--- src/rtl/alu_seq_pkg.sv ---
// Shared definitions for the sequential ALU: opcodes, FSM states and shift kinds.
package alu_seq_pkg;

  typedef enum logic {
    IDLE  = 1'b0,
    SHIFT = 1'b1
  } state_t;

  // Encodings match op[1:0] of the shift opcodes.
  typedef enum logic [1:0] {
    SK_SHL = 2'b00,
    SK_SHR = 2'b01,
    SK_ASR = 2'b10,
    SK_ROR = 2'b11
  } shift_kind_t;

  localparam logic [3:0] OP_TFR_A = 4'b0000;
  localparam logic [3:0] OP_INC   = 4'b0001;
  localparam logic [3:0] OP_SBC   = 4'b0010;
  localparam logic [3:0] OP_SUB   = 4'b0011;
  localparam logic [3:0] OP_ADD   = 4'b0100;
  localparam logic [3:0] OP_ADC   = 4'b0101;
  localparam logic [3:0] OP_TFR_B = 4'b0110;
  localparam logic [3:0] OP_DEC   = 4'b0111;
  localparam logic [3:0] OP_AND   = 4'b1000;
  localparam logic [3:0] OP_OR    = 4'b1001;
  localparam logic [3:0] OP_XOR   = 4'b1010;
  localparam logic [3:0] OP_NOT   = 4'b1011;
  localparam logic [3:0] OP_SHL   = 4'b1100;
  localparam logic [3:0] OP_SHR   = 4'b1101;
  localparam logic [3:0] OP_ASR   = 4'b1110;
  localparam logic [3:0] OP_ROR   = 4'b1111;

endpackage

--- src/rtl/alu_seq_comb.sv ---
// Single-cycle ALU datapath: adder-based arithmetic and bitwise logic with carry/overflow.
module alu_seq_comb
  import alu_seq_pkg::*;
#(
  parameter int DSIZE  = 16,
  parameter int OPSIZE = 4
) (
  input  logic [OPSIZE-1:0] op,
  input  logic [DSIZE-1:0]  a,
  input  logic [DSIZE-1:0]  b,
  output logic [DSIZE-1:0]  f,
  output logic              c,
  output logic              v
);

  localparam int MSB = DSIZE - 1;

  logic [DSIZE-1:0] b_op;
  logic             cin;
  logic [DSIZE:0]   sum;

  // Every arithmetic op is a + B' + cin; only the B' source and carry-in vary.
  always_comb begin
    // NOTE: every output of a combinational block gets a default first so no path infers a latch.
    b_op = '0;
    cin  = 1'b0;
    case (op)
      OP_INC:  cin = 1'b1;
      OP_SBC:  b_op = ~b;
      OP_SUB:  begin b_op = ~b; cin = 1'b1; end
      OP_ADD:  b_op = b;
      OP_ADC:  begin b_op = b; cin = 1'b1; end
      OP_DEC:  b_op = '1;
      default: ;
    endcase
  end

  assign sum = {1'b0, a} + {1'b0, b_op} + {{DSIZE{1'b0}}, cin};

  always_comb begin
    f = '0;
    c = 1'b0;
    v = 1'b0;
    if (!op[3]) begin
      if (op == OP_TFR_B) begin
        f = b;
      end else begin
        f = sum[DSIZE-1:0];
        c = sum[DSIZE];
        v = (a[MSB] == b_op[MSB]) && (sum[MSB] != a[MSB]);
      end
    end else begin
      // Also covers op 11xx when the shifter is not built.
      case (op[1:0])
        2'b00:   f = a & b;
        2'b01:   f = a | b;
        2'b10:   f = a ^ b;
        default: f = ~a;
      endcase
    end
  end

endmodule

--- src/rtl/alu_seq.sv ---
// Sequential ALU with valid/ready handshakes and an optional bit-serial shifter,
// built only when ALU_SEQ_SHIFT_EN is defined (otherwise op 11xx is plain logic).
module alu_seq
  import alu_seq_pkg::*;
#(
  parameter int DSIZE  = 16,
  parameter int OPSIZE = 4,
  parameter int SHW    = $clog2(DSIZE)
) (
  input  logic              clk,
  input  logic              rst_n,
  input  logic              in_valid,
  output logic              in_ready,
  input  logic [OPSIZE-1:0] op,
  input  logic [DSIZE-1:0]  data_a,
  input  logic [DSIZE-1:0]  data_b,
  output logic              out_valid,
  input  logic              out_ready,
  output logic [DSIZE-1:0]  f,
  output logic              n,
  output logic              z,
  output logic              c,
  output logic              v,
  output logic              busy
);

  if (OPSIZE != 4 || DSIZE < 4 || (DSIZE & (DSIZE - 1)) != 0 || SHW != $clog2(DSIZE))
  begin : g_param_check
    $error("alu_seq: unsupported DSIZE/OPSIZE/SHW combination");
  end

  logic             accept;
  logic             load;
  logic [DSIZE-1:0] comb_f;
  logic             comb_c;
  logic             comb_v;
  logic [DSIZE-1:0] res_f;
  logic             res_c;
  logic             res_v;

  alu_seq_comb #(
    .DSIZE  (DSIZE),
    .OPSIZE (OPSIZE)
  ) u_comb (
    .op (op),
    .a  (data_a),
    .b  (data_b),
    .f  (comb_f),
    .c  (comb_c),
    .v  (comb_v)
  );

  assign accept = in_valid && in_ready;

`ifdef ALU_SEQ_SHIFT_EN
  state_t           state;
  state_t           state_nx;
  shift_kind_t      sh_kind;
  logic [DSIZE-1:0] sh_reg;
  logic [SHW-1:0]   sh_cnt;
  logic [SHW-1:0]   amount;
  logic [DSIZE-1:0] step_f;
  logic             step_c;
  logic             is_shift;
  logic             start_shift;
  logic             sh_done;

  assign amount      = data_b[SHW-1:0];
  assign is_shift    = op[3] && op[2];
  assign start_shift = accept && is_shift && (amount != '0);
  assign sh_done     = (state == SHIFT) && (sh_cnt == SHW'(1));
  assign in_ready    = (state == IDLE) && (!out_valid || out_ready);
  assign busy        = (state == SHIFT);

  always_ff @(posedge clk or negedge rst_n) begin
    if (!rst_n) state <= IDLE;
    else        state <= state_nx;
  end

  always_comb begin
    state_nx = state;
    case (state)
      IDLE:    if (start_shift) state_nx = SHIFT;
      SHIFT:   if (sh_done)     state_nx = IDLE;
      default: state_nx = IDLE;
    endcase
  end

  // One bit per cycle; step_c is the bit leaving the register this cycle.
  always_comb begin
    step_f = sh_reg;
    step_c = 1'b0;
    case (sh_kind)
      SK_SHL: begin step_f = {sh_reg[DSIZE-2:0], 1'b0};          step_c = sh_reg[DSIZE-1]; end
      SK_SHR: begin step_f = {1'b0, sh_reg[DSIZE-1:1]};          step_c = sh_reg[0];       end
      SK_ASR: begin step_f = {sh_reg[DSIZE-1], sh_reg[DSIZE-1:1]}; step_c = sh_reg[0];     end
      SK_ROR: begin step_f = {sh_reg[0], sh_reg[DSIZE-1:1]};     step_c = sh_reg[0];       end
      default: ;
    endcase
  end

  always_ff @(posedge clk or negedge rst_n) begin
    if (!rst_n) begin
      sh_reg  <= '0;
      sh_cnt  <= '0;
      sh_kind <= SK_SHL;
    end else if (start_shift) begin
      sh_reg  <= data_a;
      sh_cnt  <= amount;
      sh_kind <= shift_kind_t'(op[1:0]);
    end else if (state == SHIFT) begin
      sh_reg  <= step_f;
      sh_cnt  <= sh_cnt - SHW'(1);
    end
  end

  // A zero-amount shift completes like any single-cycle op, passing a through.
  assign load = (accept && !start_shift) || sh_done;

  always_comb begin
    res_f = comb_f;
    res_c = comb_c;
    res_v = comb_v;
    if (sh_done) begin
      res_f = step_f;
      res_c = step_c;
      res_v = 1'b0;
    end else if (is_shift) begin
      res_f = data_a;
      res_c = 1'b0;
      res_v = 1'b0;
    end
  end
`else
  assign in_ready = !out_valid || out_ready;
  assign busy     = 1'b0;
  assign load     = accept;
  assign res_f    = comb_f;
  assign res_c    = comb_c;
  assign res_v    = comb_v;
`endif

  // Result register holds while the consumer stalls; a same-cycle load replaces it.
  always_ff @(posedge clk or negedge rst_n) begin
    // NOTE: sequential state is written with non-blocking assignments so every flop samples pre-edge values.
    if (!rst_n) begin
      out_valid <= 1'b0;
      f         <= '0;
      n         <= 1'b0;
      z         <= 1'b0;
      c         <= 1'b0;
      v         <= 1'b0;
    end else if (load) begin
      out_valid <= 1'b1;
      f         <= res_f;
      n         <= res_f[DSIZE-1];
      z         <= (res_f == '0);
      c         <= res_c;
      v         <= res_v;
    end else if (out_ready) begin
      out_valid <= 1'b0;
    end
  end

endmodule

--- config.mk ---
export PLATFORM = sky130hd
export DESIGN_NAME = alu_seq
export DESIGN_NICKNAME = d
export VERILOG_FILES = /design/src/rtl/alu_seq_pkg.sv /design/src/rtl/alu_seq_comb.sv /design/src/rtl/alu_seq.sv
export SDC_FILE = /design/constraint.sdc
export NUM_CORES = 1
export LEC_CHECK = 0
export CORE_MARGIN = 3
export CORE_UTILIZATION = 41
export CTS_CLUSTER_SIZE = 40
export DETAILED_ROUTE_END_ITERATION = 8
export PLACE_DENSITY_LB_ADDON = 0.08
export SLEW_MARGIN = 5
export SYNTH_ARGS = -nofsm -noshare
export SYNTH_HDL_FRONTEND = slang
export SYNTH_HIERARCHICAL = 1
export SYNTH_SLANG_ARGS = --single-unit
export TNS_END_PERCENT = 50
--- constraint.sdc ---
create_clock -name clk -period 1.2 [get_ports clk]
set_clock_uncertainty 0.1 [all_clocks]
set_input_delay 0.24 -clock clk [delete_from_list [all_inputs] [get_ports clk]]
set_output_delay 0.24 -clock clk [all_outputs]
set_load 0.01 [all_outputs]
* Yosys cells after proc, flatten, opt, wreduce, memory -nomap -nowiden *
Index checks and enable logic that the tools add are counted.

storage, ports and cells
  register bits = 21
  bits in latches = 0
  bits in writable memories = 0
  bits in read-only memories = 0
  input bits = 40
  output and inout port bits = 23
  logic and storage cells = 45
  memories = 0

operators by class
  add/sub/neg operators = 2
  multiply operators = 0
  div/mod/pow operators = 0
  order comparisons = 0
  eq/ne operators = 11
  shift-type cells = 0
  multiplexer cells = 11
  bitwise operators = 5
  reductions and logical operators = 10

operators by type and width
  kind                number
  $pmux 16 s3         2
  $mux 16             2
  $not 16->16         2
  $add 16x16->17      1
  $add 17x1->17       1
  $and 16x16->16      1
  $eq 4x3->1 const B  4
  $logic_not 16->1    1
  $or 16x16->16       1
  $xor 16x16->16      1
  $eq 4x2->1 const B  2
  $mux 1              7
  $eq 4x1->1 const B  1
  $reduce_or 2->1     2
  $reduce_or 3->1     1
  $eq 2x1->1 const B  1
  $eq 2x2->1 const B  1
  $logic_and 1x1->1   2
  $logic_not 2->1     1
  $reduce_bool 2->1   1
  $eq 1x1->1          1
  $logic_not 1->1     1
  $logic_or 1x1->1    1
  $ne 1x1->1          1

* Logic depth before layout (Yosys ltp) *
Gate-level depths: netlist of run 1.

  word-level depth = 9
  gate-level depth with buffers = 18
  gate-level depth less buffers = 17

* Hierarchy *
The synthesis of run 1 kept the hierarchy.

by module, submodules not included
  module        instances  cells an instance  area an instance (um^2)  sequential area each (um^2)
  alu_seq_comb  1          306                2,348.5                  0.0
  alu_seq       1          52                 843.3                    500.5

* Worst setup path after synthesis of run 1 *
OpenSTA, ideal clock, no wires.

  kind = input to register
  from = input op[0]
  to = register z
  setup time = 0.079 ns
  arrival = 3.098 ns
  data required time = 1.021 ns
  slack = -2.077 ns
  cell stages on the path = 17
  path buffers = 2
  path through = buf_4 > o21ai_1 > clkbuf_1 > nor2_1 > a21oi_1 > nor2_1 > ha_1 > a21o_1 > a21oi_2 > nand2_2 > a21o_4 > a21oi_2 > mux2i_1 > o211ai_1 > nor4_1 > nand4_1 > mux2i_1

on the way
  longest elaborated chain between the ends = 8
  elaborated cells on any way between the ends = 21
  classes of those cells = add/sub: 2; eq/ne: 9; mux: 5; reduce/logical: 5

ends and longest elaborated chain
  element                                          line                text
  from (decl)                                      alu_seq.sv:14       input logic [OPSIZE-1:0] op,
  $eq 4x3->1 / $eq 4x2->1 (equally long branches)  alu_seq_comb.sv:27  case (op)
  $reduce_or 2->1 (no source line)                 --
  $pmux 16 s3                                      alu_seq_comb.sv:27
  $add 16x16->17                                   alu_seq_comb.sv:38  assign sum = {1'b0, a} + {1'b0, b_op} + {{DSIZE{1'b0}}, cin};
  $add 17x1->17                                    alu_seq_comb.sv:38
  $mux 16                                          alu_seq_comb.sv:45  if (op == OP_TFR_B) begin
  $mux 16 *                                        alu_seq_comb.sv:44  if (!op[3]) begin
  net comb_f[12]                                   alu_seq.sv:34       logic [DSIZE-1:0] comb_f;
  $logic_not 16->1 *                               alu_seq.sv:157      z <= (res_f == '0);
  to (signal assigned)                             alu_seq.sv:157
  to (decl)                                        alu_seq.sv:21       output logic z,

Mark *: on every way through the listed nets, which the timed path passes. The rest lies on a longest branch.
A chain may end at the register's enable or synchronous reset.

* Worst setup path after layout of run 1 *
  from = input op[1]
  to = register z

The elaborated chain is that of the path after synthesis.

==> Flow_metrics.wiki, run 1 <==
{| class="wikitable"
! Metric !! Value
|-
| Result of the run || finished with violations
|-
| Violations in the final reports || negative setup slack
|-
| R2R depth || 3
|-
| Commonest register cell after synthesis || dfrtp_1
|-
| Routability Congestion || 0.887
|-
| Critical path arrival || 3060 ps
|-
| Series of cell instances along the critical path || buf_8, nor2b_4, nor2_4, nand2_1, o21ai_1, nand2b_1, fa_2, fa_2, nor2b_4, o2111ai_2, nand2_2, a21o_4, a21oi_2, mux2i_1, o211ai_1, nor4_2, nand4_1, mux2i_1
|-
| Number of nets in the final layout || 621
|-
| Fmax || 0.336 GHz
|-
| Pwr dens || 755 nW/um^2
|-
| Number of placed instances, taps included || 615
|-
| Number of diodes || 0
|-
| Syn Nets || 447
|-
| Number of synthesized register bits || 20
|-
| Number of library cell types mapped by synthesis || 56
|-
| Worst hold slack || 226 ps
|-
| Bufs and invs on worst path || 1
|-
| Dominant cells by area after synthesis || ha_1, dfrtp_1, mux4_2
|-
| Placeable core area || 7410 sq um
|-
| Total of warnings raised by yosys || 6
|-
| Setup repair after global routing missed its margin || true
|-
| Share of flip-flops with an asynchronous set or reset || 1.00
|-
| Remaining DRCs || 0
|-
| Initial standard-cell utilization of the core || 0.431
|-
| Critical R2R Launch || out_valid
|-
| Hold Vio Cnt, Final || 0
|-
| Max H-tree Level || 1
|-
| Die width || 94.2 microns
|-
| Worst slack, placed || -2620 ps
|-
| Amount of wire on met3 after detailed routing || 327 microns
|-
| Post-route ant nets || 0
|-
| Portion of the post-synthesis area used by sequential elements || 0.157
|-
| Maximum resistive drop on vdd || 360 uV
|-
| Endpoint of the worst-slack reg-to-reg timing path || f[10]
|-
| Uppermost routed layer || met4
|-
| Crit-path slowest cell || fa_2
|-
| Clock latency of the later-clocked register in the worst-skew pair || 260 ps
|-
| CTS sink count || 20
|-
| Die area || 8880 sq um
|-
| Vertical die dimension || 94.2 microns
|-
| Vias in the first global route || 3032
|-
| Post-Layout Cell Count || 630
|-
| Placed wire-length estimate || 7020 microns
|-
| DR pass1 iterations || 4
|-
| Clock period minus final worst setup slack || 2980 ps
|-
| Number of DRC violations after detailed-routing iteration 0 || 126
|-
| Bufs on Longest Clock Path || 2
|-
| Wire length of the first global-routing pass || 14200 microns
|-
| Proportion of layout cells with a drive suffix above 1 || 0.473
|-
| Kind of end point of the critical path || flop
|-
| Total clock buffers created by CTS || 3
|-
| Data required time at the worst endpoint || 1280 ps
|-
| Setup slack of the worst register-to-register path || -150 ps
|-
| Max-cap violation count || 0
|-
| Crit path max fanout || 4
|-
| Per-cell routed wire length || 13.9 microns
|-
| Global-route congestion overflow total || 0
|-
| Period Utilization, post-route || 2.48
|-
| Max-slew violations || 0
|-
| Critical path's top delay family || simple AND/OR/NAND/NOR gates
|-
| Clock tree from TritonCTS || built
|-
| Post-CTS clock slew at the launch and capture registers of the worst setup and hold paths || 70 ps
|-
| Instance count of the mapped netlist || 358
|-
| Master cell of the clock root buffer || clkbuf_8
|-
| Vias post-DR || 3090
|-
| Category of the worst setup path launch point || primary input
|-
| GR Util All Layers || 0.201
|-
| Worst setup path category || in2reg
|-
| Layout-stage area growth over the synthesis result || 57.9%
|-
| Area share of the largest cell type after synthesis || 0.184
|-
| Count of buffers inserted at the top-level ports || 61
|-
| Final setup slack of the worst path || -1780 ps
|-
| Via density per instance || 4.90
|-
| Cell taking the most area after synthesis || ha_1
|-
| Number of antenna violations at the first check in global routing || 0
|-
| Stage delay of the slowest cell on the critical path || 370 ps
|-
| Path type of the worst min-delay path || in2async
|-
| Detailed Route WL || 8730 microns
|-
| Maximum number of pins on one net before global-route repair || 21
|-
| Synth Area per Inst || 8.92 sq um
|-
| Number of flops mapped to enable cells by yosys || 0
|-
| FP Rows || 31
|-
| Metal2 WL || 4170 microns
|-
| Number of endpoints failing setup at the final stage || 20
|-
| Met1 wire length || 4090 microns
|-
| Most frequent standard cell in the layout excluding fill and tap cells || buf_4
|-
| Total of fill cells in the finished design || 597
|-
| LEAKAGE || 2.57 nW
|-
| Most used cells in the layout excluding fill and tap cells || buf_4, inv_1, ha_1, nor2_1, clkdlybuf4s50_1
|-
| Number of ports placed on the die boundary || 63
|-
| Synth Cell Area || 3190 sq um
|}
[Yosys cell counts (3+ instances only)]
| master | count |
|---|---|
| nor4_1 | 4 |
| ha_1 | 47 |
| xnor2_1 | 10 |
| inv_1 | 56 |
| nor2b_1 | 3 |
| dfrtp_1 | 20 |
| nand2_1 | 18 |
| o21ai_0 | 9 |
| mux2_2 | 14 |
| a22oi_1 | 6 |
| buf_4 | 4 |
| mux2_4 | 10 |
| mux2i_1 | 3 |
| mux4_2 | 16 |
| buf_2 | 5 |
| nand2b_1 | 7 |
| a21oi_1 | 28 |
| a21oi_2 | 4 |
| clkbuf_1 | 7 |
| a211oi_1 | 3 |
| nor2_1 | 38 |
| o21ai_1 | 4 |
[timing repair]
action                                  4_1_cts  5_1_grt
gates resized for setup                     174       23
pin swaps                                    49       29
endpoints found under the setup margin       41       20
setup buffers                                13        2
hold buffers                                  0        0
[kinds of logic (layout without fill, tap and decap cells)]
group | after synthesis | in the layout | share of synthesized area
DFF | 20 | 20 | 0.157
and+or+nand+nor | 87 | 87 | 0.141
buffers and inverters | 73 | 246 | 0.0949
xor gates and xnor gates | 11 | 11 | 0.0302
adders and majority gates | 49 | 49 | 0.197
muxes | 43 | 43 | 0.219
other | 1 | 1 | 0.00117
AOI/OAI and AO/OA | 74 | 74 | 0.160
[worst register-to-register path: cells and delay by family (launching register included)]
| family | cells | cell delay (ps) |
|---|---|---|
| muxes | 1 | 380 |
| DFF | 1 | 390 |
| and+or+nand+nor | 2 | 360 |
[worst max path at each step]
stage	from	cells after the start	slack [ps]	end
final	op[1]	18	-1780	z
after global routing	op[1]	18	-1930	z
after CTS	op[0]	18	-1790	z
after detailed placement	op[2]	17	-2620	z
after global placement	op[2]	17	-2550	z
after floorplan	op[2]	17	-1760	z
[per-layer routing]
| metal | track usage | vias to the layer above |
|---|---|---|
| met5 | 0 | - |
| met4 | 0.0529 | 0 |
| met3 | 0.00881 | 10 |
| met2 | 0.350 | 66 |
| met1 | 0.270 | 1424 |
| li1 | - | 1590 |
[sequential cells by signal (all words and copies together) (netlist names)]
name,count
c,1
f,16
out_valid,1
v,1
z,1
[report_power, final]
part / internal (mW) / switching (mW) / total (mW)
sequential: 0.823 / 0.0748 / 0.897
combinational: 1.38 / 1.02 / 2.40
clock: 0.292 / 0.214 / 0.506
[through the flow]
stage	power, mW	setup TNS [ps]	utilization	cell area, sq um
finish	3.81	-27570	0.680	5040
global route	4.07	-29780	0.680	5040
CTS	3.78	-27940	0.668	4950
detailed placement	3.22	-42660	0.639	4730
global placement	3.17	-41690	0.639	4730
floorplan	2.04	-27200	-	3280
[layout make-up]
type / count / area (sq um) / share of cell area
Inverter: 56 / 218 / 0.0432
Clock buffer: 4 / 55.1 / 0.0109
Multi-Input combinational cell: 265 / 2620 / 0.519
Timing Repair Buffer: 186 / 1530 / 0.303
Sequential cell: 20 / 500 / 0.0993
Tap cell: 99 / 124 / 0.0246
No activity file was read; power rests on OpenSTA's default activity.
==> inputs of run 2 (changes only) <==
Settings changed: CORE_UTILIZATION 41 to 35, CTS_BUF_LIST set to sky130_fd_sc_hd__clkbuf_16, HOLD_SLACK_MARGIN set to 0.05.
==> run 2 against run 1 <==
  * The flow still finishes with violations (negative setup slack)
  * Clock power increased by 35%
  * Cell area increased by 4.5%
  * Clock-buffer cell count decreased by 1
  * Die area increased by 16%
  * Non-clock buffer count increased by 10
  * Global-route usage decreased by 2.3 points
  * Maximum frequency decreased by 0.32%
  * Critical endpoint unchanged
==> Flow_metrics.wiki, run 2 (synthesis gave the netlist of run 1 again) <==
{| class="wikitable"
! Metric !! Value
|-
| Global-route congestion overflow total || 0 (unchanged)
|-
| Vias post-DR || 3205 (was 3090)
|-
| Max-cap violation count || 0 (unchanged)
|-
| Violations in the final reports || negative setup slack (unchanged)
|-
| Remaining DRCs || 0 (unchanged)
|-
| Number of ports placed on the die boundary || 63 (unchanged)
|-
| Fmax || 0.335 GHz (was 0.336 GHz)
|-
| Placeable core area || 8810 sq um (was 7410 sq um)
|-
| Clock tree from TritonCTS || built (unchanged)
|-
| Detailed Route WL || 9370 microns (was 8730 microns)
|-
| Number of endpoints failing setup at the final stage || 19 (was 20)
|-
| Wire length of the first global-routing pass || 14900 microns (was 14200 microns)
|-
| Largest reg by FF count || f (unchanged)
|-
| Hold buffer count at CTS || 0 (unchanged)
|-
| Number of diodes || 0 (unchanged)
|-
| Proportion of layout cells with a drive suffix above 1 || 0.495 (was 0.473)
|-
| Result of the run || finished with violations (unchanged)
|-
| LEAKAGE || 2.64 nW (was 2.57 nW)
|-
| Count of buffers inserted at the top-level ports || 61 (unchanged)
|-
| Period Utilization, post-route || 2.49 (was 2.48)
|-
| Worst hold slack || 224 ps (was 226 ps)
|-
| Layout-stage area growth over the synthesis result || 65.0% (was 57.9%)
|-
| Vias in the first global route || 3135 (was 3032)
|-
| Crit path max fanout || 6 (was 4)
|-
| Vertical die dimension || 101 microns (was 94.2 microns)
|-
| FP Rows || 34 (was 31)
|-
| Number of nets in the final layout || 631 (was 621)
|-
| DR pass1 iterations || 4 (unchanged)
|-
| Die width || 101 microns (was 94.2 microns)
|-
| Number of antenna violations at the first check in global routing || 0 (unchanged)
|-
| Maximum number of pins on one net before global-route repair || 25 (was 21)
|-
| Path type of the worst min-delay path || in2async (unchanged)
|-
| CTS sink count || 20 (unchanged)
|-
| Post-CTS clock slew at the launch and capture registers of the worst setup and hold paths || 50 ps (was 70 ps)
|-
| Register area || 500 sq um (unchanged)
|-
| Bufs on Longest Clock Path || 2 (unchanged)
|-
| Worst setup path category || in2reg (unchanged)
|-
| Per-cell routed wire length || 14.4 microns (was 13.9 microns)
|-
| Placed wire-length estimate || 7420 microns (was 7020 microns)
|-
| Final setup slack of the worst path || -1790 ps (was -1780 ps)
|-
| Category of the worst setup path launch point || primary input (unchanged)
|-
| Critical path arrival || 3060 ps (about the same)
|-
| Routability Congestion || 0.857 (was 0.887)
|-
| Most used cells in the layout excluding fill and tap cells || buf_4, inv_1, ha_1, nor2_1, clkdlybuf4s50_1 (unchanged)
|-
| GR Util All Layers || 0.178 (was 0.201)
|-
| Total of fill cells in the finished design || 754 (was 597)
|-
| Number of DRC violations after detailed-routing iteration 0 || 83 (was 126)
|-
| Data required time at the worst endpoint || 1280 ps (about the same)
|-
| Max H-tree Level || 1 (unchanged)
|-
| Kind of end point of the critical path || flop (unchanged)
|-
| Max-slew violations || 0 (unchanged)
|-
| Clock period minus final worst setup slack || 2990 ps (was 2980 ps)
|-
| Setup repair after global routing missed its margin || true (unchanged)
|-
| Die area || 10300 sq um (was 8880 sq um)
|-
| Initial standard-cell utilization of the core || 0.362 (was 0.431)
|-
| Master cell of the clock root buffer || clkbuf_16 (was clkbuf_8)
|-
| Pwr dens || 780 nW/um^2 (was 755 nW/um^2)
|-
| Power after layout || 4.11 mW (was 3.81 mW)
|-
| Total clock buffers created by CTS || 3 (unchanged)
|-
| Hold Vio Cnt, Final || 0 (unchanged)
|-
| Most frequent standard cell in the layout excluding fill and tap cells || buf_4 (unchanged)
|-
| Flip-flop count of the largest register, all copies and words added || 16 (unchanged)
|-
| Via density per instance || 4.94 (was 4.90)
|-
| Maximum resistive drop on vdd || 419 uV (was 360 uV)
|-
| Total area of multi-input combinational cells || 2690 sq um (was 2620 sq um)
|-
| Clock latency of the later-clocked register in the worst-skew pair || 250 ps (was 260 ps)
|-
| Post-route ant nets || 0 (unchanged)
|}
## run 2: critical path, stage by stage
cell	delay, ps
buf_8	100
nor2b_4	130
nor2_4	150
buf_6	120
buf_8	120
a21oi_2	60
nor2_1	100
ha_2	300
o211ai_1	210
a21oi_2	80
buf_4	140
or2_4	250
xnor2_2	170
a21oi_2	70
mux2_4	300
nor4_1	250
nand4_1	140
mux2i_1	140
## run 2: what timing repair did
item                       CTS  global route
setup endpoints to repair   41            29
buffers inserted            16            17
gates resized for setup    163            42
gates cloned                 0             1
pin swaps                   38            23
hold endpoints to repair     0             0
## run 2: layer usage
metal / vias to the layer above / global-route usage / wire length [microns] / part of all wire
li1: 1607 / - / - / -
met1: 1528 / 0.232 / 4250 / 0.45
met2: 59 / 0.317 / 4710 / 0.50
met3: 11 / 0.00964 / 251 / 0.027
met4: 0 / 0.0542 / 148 / 0.016
met5: - / 0 / 0 / 0
## run 2: power breakdown
group          internal, mW  switching (mW)  leakage, nW
sequential            0.824          0.0734        0.240
combinational          1.46            1.07         2.36
clock                 0.444           0.239       0.0385
total                  2.73            1.38         2.64
## run 2: per-stage QoR
step | worst slack (ps) | cells | TNS (ps) | util | cell area [sq um]
global route | -1960 | 649 | -32200 | 0.598 | 5270
global placement | -2440 | 611 | -42280 | 0.529 | 4660
finish | -1790 | 649 | -29660 | 0.598 | 5270
CTS | -1720 | 631 | -27900 | 0.568 | 5000
floorplan | -1760 | 358 | -27200 | - | 3280
detailed placement | -2530 | 611 | -43260 | 0.529 | 4660
## run 2: worst paths after layout
kind,end,cells past startpoint,slack [ps],start
worst max register to register,v,3,-110,out_valid
max in group asynchronous,f[10],2,650,rst_n
worst min-delay path,f[9],2,220,rst_n
worst min register to register,c,1,400,c
worst max-delay path,z,18,-1790,op[1]
min in group clk,out_valid,3,310,out_ready
## run 2: cell type report
class                      instances  area share
multi-input combinational        265       0.510
timing repair buffer             196       0.313
sequential                        20      0.0951
inverter                          56      0.0409
tap                              108      0.0257
clock buffer                       3      0.0143
clock inverter                     1    0.000713
